==> src/rtl/serial_add_sub.sv <==
// Bit-serial add/subtract engine: one full-adder cell and a carry flip-flop
// process one operand bit per clock, LSB first, behind a start/done handshake.
module serial_add_sub #(
    parameter int WIDTH = 4
) (
    input  logic             clk,
    input  logic             rst,
    input  logic             start,
    input  logic [WIDTH-1:0] a,
    input  logic [WIDTH-1:0] b,
    input  logic             sub,
    output logic             busy,
    output logic             done,
    output logic [WIDTH-1:0] result,
    output logic             cout,
    output logic             overflow
);

    localparam int CW = (WIDTH > 2) ? $clog2(WIDTH) : 1;

    typedef enum logic [1:0] {
        IDLE,
        RUN,
        DONE
    } state_t;

    state_t         state;
    logic [WIDTH-1:0] op_a;
    logic [WIDTH-1:0] op_b;
    logic           carry;
    logic           c_msb;
    logic [CW-1:0]  count;
    logic           s_bit;
    logic           c_bit;

    // The single full-adder cell shared by every bit position.
    always_comb begin
        s_bit = op_a[0] ^ op_b[0] ^ carry;
        c_bit = (op_a[0] & op_b[0]) | (op_a[0] & carry) | (op_b[0] & carry);
    end

    // NOTE: all state updates use non-blocking assignments so every register
    // samples the pre-edge values of its neighbours (the shift chains rely on it).
    always_ff @(posedge clk) begin
        if (rst) begin
            state    <= IDLE;
            op_a     <= '0;
            op_b     <= '0;
            carry    <= 1'b0;
            c_msb    <= 1'b0;
            count    <= '0;
            result   <= '0;
            cout     <= 1'b0;
            overflow <= 1'b0;
        end else begin
            case (state)
                IDLE, DONE: begin
                    if (start) begin
                        // Subtraction is A + ~B + 1: invert B and seed the carry.
                        op_a     <= a;
                        op_b     <= b ^ {WIDTH{sub}};
                        carry    <= sub;
                        count    <= '0;
                        result   <= '0;
                        cout     <= 1'b0;
                        overflow <= 1'b0;
                        state    <= RUN;
                    end else begin
                        state <= IDLE;
                    end
                end
                RUN: begin
                    result <= {s_bit, result[WIDTH-1:1]};
                    op_a   <= op_a >> 1;
                    op_b   <= op_b >> 1;
                    carry  <= c_bit;
                    count  <= count + CW'(1);
                    if (count == CW'(WIDTH - 2)) begin
                        c_msb <= c_bit;
                    end
                    if (count == CW'(WIDTH - 1)) begin
                        cout     <= c_bit;
                        overflow <= c_msb ^ c_bit;
                        state    <= DONE;
                    end
                end
                default: state <= IDLE;
            endcase
        end
    end

    assign busy = (state == RUN);
    assign done = (state == DONE);

endmodule

==> config.mk <==
export PLATFORM = sky130hd
export DESIGN_NAME = serial_add_sub
export DESIGN_NICKNAME = d
export VERILOG_FILES = /design/src/rtl/serial_add_sub.sv
export SDC_FILE = /design/constraint.sdc
export NUM_CORES = 1
export LEC_CHECK = 0
export CELL_PAD_IN_SITES_DETAIL_PLACEMENT = 0
export CELL_PAD_IN_SITES_GLOBAL_PLACEMENT = 2
export CORE_UTILIZATION = 26
export CTS_CLUSTER_SIZE = 40
export DETAILED_ROUTE_END_ITERATION = 6
export GPL_ROUTABILITY_DRIVEN = 0
export GPL_TIMING_DRIVEN = 0
export PLACE_DENSITY = 0.76
export SLEW_MARGIN = 20
export SYNTH_ARGS = -nofsm -noshare
export SYNTH_HDL_FRONTEND = slang
export SYNTH_SLANG_ARGS = --single-unit
==> constraint.sdc <==
create_clock -name clk -period 1.2 [get_ports clk]
set_input_delay 0.12 -clock clk [delete_from_list [all_inputs] [get_ports clk]]
set_output_delay 0.12 -clock clk [all_outputs]
set_load 0.02 [all_outputs]
# --- After elaboration in Yosys (flattened, before gate mapping) ---
# Index checks and enable logic that the tools add are counted.
word_totals:
  regBits: 20
  input_bits: 12
  out_inout_bits: 8
  wordCells: 49
classes:
  n_addsub: 1
  eq_ne: 6
  mux: 18
  n_bitwise: 9
  n_reduce_logical: 6
op_table:
  columns: ["cell", "n"]
  rows:
  - ["$pmux 4 s2", 3]
  - ["$mux 4", 3]
  - ["$pmux 2 s2", 2]
  - ["$eq 2x2->1 const B", 3]
  - ["$pmux 1 s2", 3]
  - ["$mux 1", 5]
  - ["$mux 2", 2]
  - ["$reduce_and 2->1", 2]
  - ["$xor 4x4->4", 1]
  - ["$and 1x1->1", 3]
  - ["$reduce_and 3->1", 1]
  - ["$xor 1x1->1", 3]
  - ["$add 2x1->2 const B", 1]
  - ["$eq 2x1->1 const B", 1]
  - ["$logic_not 2->1", 1]
  - ["$ne 2x1->1 const B", 1]
  - ["$ne 2x2->1 const B", 1]
  - ["$or 1x1->1", 2]
  - ["$reduce_bool 2->1", 1]
  - ["$reduce_or 2->1", 1]

# --- Depth between registers and ports, before layout ---
# Gate-level depths: netlist (run 1).
logic_depth:
  ltp_word: 6
  mapped_depth: 6
  mapped_depth_nobuf: 5

# --- Least setup slack after synthesis (run 1) ---
# Ideal clock, no wire load.
synth_timing:
  kind: "reg2reg"
  start: "register op_a[0]"
  end: "register overflow"
  setup_time_ns: 0.067
  arrival_time_ns: 1.169
  t_required_ns: 1.133
  path_slack_ns: -0.036
  path_stages_with_launch: 5
  n_path_buf: 0
  period_less_slack_ns: 1.236
  path_cell_list: "dfxtp_1 > fa_1 > xor2_1 > nand3_2 > a21oi_2"
synth_between:
  elab_chain_len: 6
  elab_cells_between_ends: 7
  classes_between: "2 x mux; 5 x bitwise"
synth_rtl:
  columns: ["element", "line_no", "rtl"]
  rows:
  - ["start, declared", "28", "logic [WIDTH-1:0] op_a;"]
  - ["start signal, assigned", "74", "op_a <= op_a >> 1;"]
  - ["$and 1x1->1", "39", "c_bit = (op_a[0] & op_b[0]) | (op_a[0] & carry) | (op_b[0] & carry);"]
  - ["$or 1x1->1 (*) (2 in a row)", "39", null]
  - ["net c_bit", "34", "logic c_bit;"]
  - ["$xor 1x1->1 (*)", "83", "overflow <= c_msb ^ c_bit;"]
  - ["$mux 1 (*)", "81", "if (count == CW'(WIDTH - 1)) begin"]
  - ["$pmux 1 s2 (*)", "56", "case (state)"]
  - ["end signal, assigned", "83", null]
  - ["end, declared", "16", "output logic overflow"]
# The timed path passes the listed nets; every way through them passes the cells marked *. The select of a mux whose other input is x is not followed.
# A chain may end at the register's enable or synchronous reset.

# --- Worst setup path after layout (run 1) ---
layout_timing:
  start: "register state[1]"
  end: "output port busy"
layout_between:
  elab_chain_len: 1
layout_rtl:
  columns: ["element", "line_no", "rtl"]
  rows:
  - ["start, declared", "27", "state_t state;"]
  - ["start signal, assigned", "46", "state <= IDLE;"]
  - ["start signal, assigned", "67", "state <= RUN;"]
  - ["start signal, assigned", "69", "state <= IDLE;"]
  - ["$eq 2x1->1", "92", "assign busy = (state == RUN);"]
  - ["end, declared", "12", "output logic busy,"]
# No other way between the ends.

==> results of run 1 <==
-- cells by family (layout without fill, tap and decap cells) --
| family | Yosys count | in the layout | share of synthesized area [%] |
|---|---|---|---|
| muxes | 1 | 1 | 1.07 |
| DFF | 20 | 20 | 42.7 |
| buffers and inverters | 11 | 41 | 10.0 |
| adders and majority gates | 3 | 3 | 4.80 |
| xor gates and xnor gates | 5 | 5 | 4.67 |
| and+or+nand+nor | 36 | 36 | 19.9 |
| AOI/OAI and AO/OA | 25 | 25 | 16.9 |
-- placed cells by master (no fill, tap or decap), types with 4 or more instances in the layout --
| cell type | count |
|---|---|
| nand3_1 | 18 |
| a21oi_1 | 16 |
| dfxtp_1 | 15 |
| buf_4 | 10 |
| clkdlybuf4s50_1 | 9 |
| nand2_1 | 7 |
| xor2_1 | 5 |
| dlygate4sd2_1 | 5 |
| a22oi_1 | 4 |
| dfxtp_2 | 4 |
-- flip-flops by register name, indices dropped and copies added, names as in the netlist, 2 cells and up --
| signal | flops |
|---|---|
| op_a | 4 |
| op_b | 4 |
| result | 4 |
| count | 2 |
| state | 2 |
-- Yosys cell counts, drive strengths merged --
cell type	count
dfxtp	20
ha	2
inv	2
and2b	2
nor2	3
nand3b	2
o21a	1
fa	1
buf	6
xor2	5
a21oi	17
a22oi	7
nand3	19
nand2	7
clkbuf	3
mux2i	1
nand2b	3
-- per-layer routing --
metal	vias to the layer above	wire length [um]	GRT usage [%]	share of wire [%]
met1	380	946	16.0	45
met5	-	0	0	0
met2	15	1030	18.5	49
met3	2	86	2.07	4.1
li1	410	-	-	-
met4	0	19	5.71	0.91
-- where the power goes --
group          total, mW  switching (mW)  internal [mW]
Clock              0.557           0.219          0.338
Sequential         0.721          0.0245          0.697
Combinational      0.286           0.133          0.153
-- cell type report --
cell class	count	area (um2)
plain buffers	9	86.3
clock buffers	3	22.5
clock inverters	1	30.0
fillers	350	2080
inverters	2	15.0
multi-input cells	70	459
flip-flops and latches	20	409
well taps	46	57.6
repair buffers	26	231
-- path summary, 6_finish.rpt --
check | end | slack [ps] | cells past startpoint
worst max register to register | carry | -60 | 4
worst min-delay path | carry | 200 | 3
worst max-delay path | busy | -120 | 5
worst min register to register | result[0] | 470 | 2
-- timing repair --
action	in CTS	in global routing
setup buffers	0	9
pin swaps	1	6
gates resized for setup	20	8
setup endpoints to repair	10	8
-- critical path: cells and delay by family (launching register included) --
family / cells / cell delay [ps]
AND/OR/NAND/NOR: 1 / 130
flip-flops: 1 / 370
buffers and inverters: 4 / 400
==> results by group, run 1 <==
Status
  – Outcome: finished, violations left
  – Violated checks: negative setup slack

Setup path
  – Slowest CP cell: dfxtp_2
  – Startpoint types: flip-flop
  – CP Cell Sequence: nand2b_4 -> buf_8 -> inv_8 -> buf_12 -> buf_8
  – Worst path max stage delay: 370 ps
  – Critical Path RT: 1080 ps
  – Worst path most repeated cell: buf_8
  – CP startpoint: state[1]
  – R2r startpoint: op_a[0]
  – Critical Path Fanout Max: 6
  – Critical path type: flip-flop to output port
  – Data arrival time of the critical path: 1200 ps
  – Critical path endpoint category: output port

Synthesis
  – Syn Nets: 116
  – Synth Area per Inst: 9.29 um2
  – Post-Syn Area: 938 um2
  – Sequential share of the synthesized area: between 40 and 50%
  – Synth Warn #: 0
  – Mapped Cells: 101
  – Synth Register Bits: 20
  – Synth area leader: dfxtp_1
  – Synth top area cells: dfxtp_1 43%, nand3_1 9.6%, a21oi_1 8.5%
  – Top-area cell type share of the netlist area: 42.7%
  – Number of distinct library cells after synthesis: 25

Drt
  – Vias post-DR: roughly 800
  – ANT nets after route: 0
  – DRC violation count after routing: 0
  – DRT iter0 DRCs: 17
  – TritonRoute pass-1 iters: 4
  – Drt via density: 4.56
  – Total Wirelength: 2080 um
  – Routed WL per cell: 11.8 um

STA
  – Slew @ Worst Pin: between 500 and 600 ps
  – Setup violations, final: 4
  – FMAX: about 0.76 GHz
  – Setup TNS: -255 ps
  – Hold Vio Cnt, Final: 0
  – Min cycle time layout: 1320 ps
  – Worst Setup Slack, final: -117 ps
  – Clock skew: 13.4 ps
  – Worst hold slack: just under 200 ps
  – Rel. slew slack: 66.6%
  – Final clock period utilization by the worst path: 110%
  – RSZ-0062 raised after global routing: yes
  – Final Slew Violations: 0

Clock network
  – CTS Buffer Depth: 2
  – Clock transition at the registers of the reported paths: 130 ps
  – Cts hold-fix bufs: 0
  – CTS tree: yes
  – H-tree Lvls: 1
  – CTS buffer count: 3
  – CTS root buf: clkbuf_4
  – Clock sinks: 20
  – Clk Latency, worst-skew pair: 310 ps

Layout
  – Area grow syn2layout: 39.7%
  – Util after Layout: around two fifths
  – ANT cells: 0
  – Final cell count without fillers: around 180
  – Share of cells above drive strength 1: 26.7%
  – Fin nets: roughly 150
  – Fin area: 1310 um2

Floorplan
  – Die W: 62.1 um
  – Die area: approximately 3900 um2
  – IO Pins: 20
  – Starting density of the core: 27.7%
  – Core area: 3390 um2
  – Rows: 21
  – Die height: 62.1 um

Hold path
  – Hold Crit Class: primary input to flip-flop
  – Hold path start: sub

Placed design
  – Number of I/O port buffers: 17
  – Placement Setup Slack: -356 ps
  – Hpwl dp: 1410 um
  – Placed Cells incl. Taps: roughly 160
  – Area of placed instances: 1170 um2

Global routing
  – Number of global-route vias before repair: 691
  – Initial antenna violation count: 0
  – First-pass GRT wire length: 3310 um
  – GRT Util Overall: 11.9%
  – Grt total ovfl: 0
  – Pin count of the biggest net entering global routing: 13

Pwr
  – Power density over the cells: 1190 nW/um2
  – Overall Power: about 1.6 mW
  – P_leak: 0.529 nW
  – Worst VDD drop: 0.404 mV

Flow run
  – Max-cap viol count: 0
Power figures use the tool's default switching activity.
==> inputs of run 2 (changes only) <==
--- a/config.mk
+++ b/config.mk
@@ -8,7 +8,6 @@
 export CELL_PAD_IN_SITES_DETAIL_PLACEMENT = 0
 export CELL_PAD_IN_SITES_GLOBAL_PLACEMENT = 2
 export CORE_UTILIZATION = 26
-export CTS_CLUSTER_SIZE = 40
 export DETAILED_ROUTE_END_ITERATION = 6
 export GPL_ROUTABILITY_DRIVEN = 0
 export GPL_TIMING_DRIVEN = 0
==> results of run 2 <==
Same layout as run 1: the final DEF is identical, and so are final timing and power.
==> inputs of run 3 (changes only) <==
--- a/config.mk
+++ b/config.mk
@@ -5,13 +5,14 @@
 export SDC_FILE = /design/constraint.sdc
 export NUM_CORES = 1
 export LEC_CHECK = 0
+export ABC_AREA = 1
 export CELL_PAD_IN_SITES_DETAIL_PLACEMENT = 0
 export CELL_PAD_IN_SITES_GLOBAL_PLACEMENT = 2
-export CORE_UTILIZATION = 26
+export CORE_UTILIZATION = 30
 export DETAILED_ROUTE_END_ITERATION = 6
 export GPL_ROUTABILITY_DRIVEN = 0
 export GPL_TIMING_DRIVEN = 0
-export PLACE_DENSITY = 0.76
+export PLACE_DENSITY = 0.85
 export SLEW_MARGIN = 20
 export SYNTH_ARGS = -nofsm -noshare
 export SYNTH_HDL_FRONTEND = slang
==> constraint.sdc (replaced) <==
create_clock -name clk -period 1.6 [get_ports clk]
set_input_delay 0.16 -clock clk [delete_from_list [all_inputs] [get_ports clk]]
set_output_delay 0.16 -clock clk [all_outputs]
set_load 0.02 [all_outputs]
==> results by group, run 3 <==
Setup path
  – Data arrival time of the critical path: 1290 ps (+90 ps)
  – R2r startpoint: op_a[0]
  – Critical Path Fanout Max: 3 (-3)
  – Slowest CP cell: clkdlybuf4s50_1
  – Critical R2R Capture: overflow
  – Largest delay share family, worst path: buffers and inverters
  – Worst path max stage delay: 610 ps (+240 ps)
  – Critical path endpoint category: output port
  – Critical Path RT: 1440 ps (+360 ps)
  – Startpoint types: flip-flop
  – Critical path type: flip-flop to output port
  – Reg2Reg Depth: 6 (+2)
  – CP Cell Sequence: clkdlybuf4s50_1
  – Reg2reg setup slack: 310 ps (+370 ps)
  – Worst Path Buf+Inv: 1 (-3)

Global routing
  – Initial antenna violation count: 0 (unchanged)
  – Number of global-route vias before repair: 841 (+22%)
  – First-pass GRT wire length: 3700 um (+12%)
  – Pin count of the biggest net entering global routing: 12 (-1)
  – Grt total ovfl: 0 (unchanged)
  – GRT Util Overall: 13.4% (+1.5 points)

Floorplan
  – Core area: 3340 um2 (-1.6%)
  – Die area: 3720 um2 (-3.4%)
  – IO Pins: 20 (unchanged)
  – Die W: 61.0 um (-1.7%)
  – Die height: 61.0 um (-1.7%)
  – Rows: 21 (unchanged)
  – Starting density of the core: 31.3% (+3.6 points)

Drt
  – ANT nets after route: 0 (unchanged)
  – DRT iter0 DRCs: 40 (+23)
  – TritonRoute pass-1 iters: 4 (unchanged)
  – Routed wl met2: 962 um (-6.7%)
  – DRC violation count after routing: 0 (unchanged)
  – Vias post-DR: 862 (+6.8%)
  – Max layer used: met4
  – Met1 WL: 1020 um (+8.2%)
  – Routed WL per cell: 9.86 um (-16%)
  – Drt via density: 4.14 (-9.1%)
  – Routed wl met3: 49 um (-43%)
  – Total Wirelength: 2050 um (-1.6%)

Layout
  – Util after Layout: 39.6% (+0.91 points)
  – Most frequent cells in the layout: 44 x nand2_1, 19 x dfxtp_1, 18 x inv_1
  – Fin nets: 178 (+21%)
  – ANT cells: 0 (unchanged)
  – Fill cells: 365 (+4.3%)
  – Area grow syn2layout: 26.5%
  – Most common cell after layout, fill and taps aside: nand2_1
  – Largest regs: op_a (4), op_b (4), result (4)
  – Share of cells above drive strength 1: 25.3% (-1.4 points)
  – Fin area: 1320 um2 (+0.76%)

Clock network
  – Clk Latency, worst-skew pair: 290 ps (-20 ps)
  – CTS tree: yes
  – Cts hold-fix bufs: 0 (unchanged)
  – Clock sinks: 20 (unchanged)
  – Clock transition at the registers of the reported paths: 110 ps (-20 ps)
  – CTS buffer count: 3 (unchanged)
  – CTS Buffer Depth: 2 (unchanged)
  – CTS root buf: clkbuf_4
  – H-tree Lvls: 1 (unchanged)

Synthesis
  – Top-area cell type share of the netlist area: 38.3% (-4.3 points)
  – Synth Warn #: 0 (unchanged)
  – Top-count cell post-synth: nand2_1
  – Sequential share of the synthesized area: 38.3% (-4.3 points)
  – Most instantiated cells after synthesis: 44 x nand2_1, 20 x dfxtp_1, 18 x inv_1
  – Number of synthesized flops with an enable pin: 0 (unchanged)
  – Syn Nets: 154 (+33%)
  – Synth top area cells: dfxtp_1 38%, nand2_1 16%, a21oi_2 9.2%
  – Synth area leader: dfxtp_1
  – Ys async rst share: 0% (unchanged)
  – Mapped Cells: 139 (+38%)
  – Synth Register Bits: 20 (unchanged)
  – Synth Area per Inst: 7.52 um2 (-19%)
  – Post-synth top flop: dfxtp_1
  – Number of distinct library cells after synthesis: 22 (-12%)
  – Post-Syn Area: 1040 um2 (+11%)

Pwr
  – Worst VDD drop: 0.316 mV (-22%)
  – P_leak: 0.574 nW (+8.4%)
  – Power density over the cells: 783 nW/um2 (-34%)

Hold path
  – Hold Path End: count[1]
  – Hold Crit Class: primary input to flip-flop
  – Hold path start: rst
  – Hold Crit Depth: 2 (-1)

STA
  – Slew @ Worst Pin: 313 ps (-188 ps)
  – RSZ-0062 raised after global routing: no
  – Clock skew: 6.07 ps (-7.35 ps)
  – FMAX: 0.690 GHz
  – Hold Vio Cnt, Final: 0 (unchanged)
  – Setup violations, final: 0 (-4)
  – Final clock period utilization by the worst path: roughly 91%
  – Min cycle time layout: ~1400 ps
  – Final Slew Violations: 0 (unchanged)
  – Rel. slew slack: 79.1% (+13 points)

Placed design
  – Number of I/O port buffers: 18 (+1)
  – Hpwl dp: 1580 um (+12%)
  – Area of placed instances: 1280 um2 (+9.7%)

Flow run
  – Max-cap viol count: 0 (unchanged)

Status
  – Outcome: finished clean
## run 3: cell families (layout without fill, tap and decap cells)
family          count (synthesis)  count (layout)  share of synthesized area [%]
flops                          20              20                           38.3
compound gates                 17              17                           12.1
buf+inv                        24              47                           10.8
fa+ha+maj                       3               3                           4.31
simple gates                   75              75                           34.5
## run 3: final cells by class
| class | count | area (um2) | share of cell area, % |
|---|---|---|---|
| Multi-Input combinational cell | 95 | 532 | 40.2 |
| Sequential cell | 20 | 402 | 30.4 |
| Timing Repair Buffer | 19 | 181 | 13.7 |
| Inverter | 20 | 76.3 | 5.78 |
| Tap cell | 46 | 57.6 | 4.36 |
| Clock buffer | 4 | 36.3 | 2.75 |
| Buffer | 4 | 36.3 | 2.75 |
## run 3: repair_timing
item,4_1_cts,5_1_grt
endpoints found under the setup margin,2,1
pin swaps,1,0
resized for setup,3,2
gates cloned,0,0
setup buffers,1,0
## run 3: worst max-delay path by stage
stage	startpoint	endpoint	cells after the start
global route	result[2]	result[2]	1
detailed placement	state[0]	busy	4
finish	result[3]	result[3]	1
CTS	state[0]	busy	4
global placement	state[0]	busy	4
floorplan	op_a[0]	overflow	6
## run 3: metal layers
| layer | track usage (%) | up-vias |
|---|---|---|
| met1 | 18.2 | 376 |
| met5 | 0 | - |
| met2 | 22.3 | 12 |
| met4 | 2.92 | 0 |
| met3 | 2.52 | 2 |
| li1 | - | 472 |
## run 3: where the power goes
| part | switching [mW] | internal (mW) |
|---|---|---|
| Combinational | 0.114 | 0.0895 |
| Clock | 0.150 | 0.139 |
| Sequential | 0.0194 | 0.523 |
| Total | 0.284 | 0.751 |
## run 3: stage by stage
step                      instances  power (mW)  setup WS, ps  TNS (ps)  hold slack, ps
after floorplan                 139       0.687           425         0             319
after global placement          203       0.755         -54.1     -54.1             451
after detailed placement        203       0.758         -55.4     -55.4             451
after CTS                       208        1.06          7.12         0             140
after global routing            208        1.09          97.8         0             156
final                           208        1.03           151         0             148
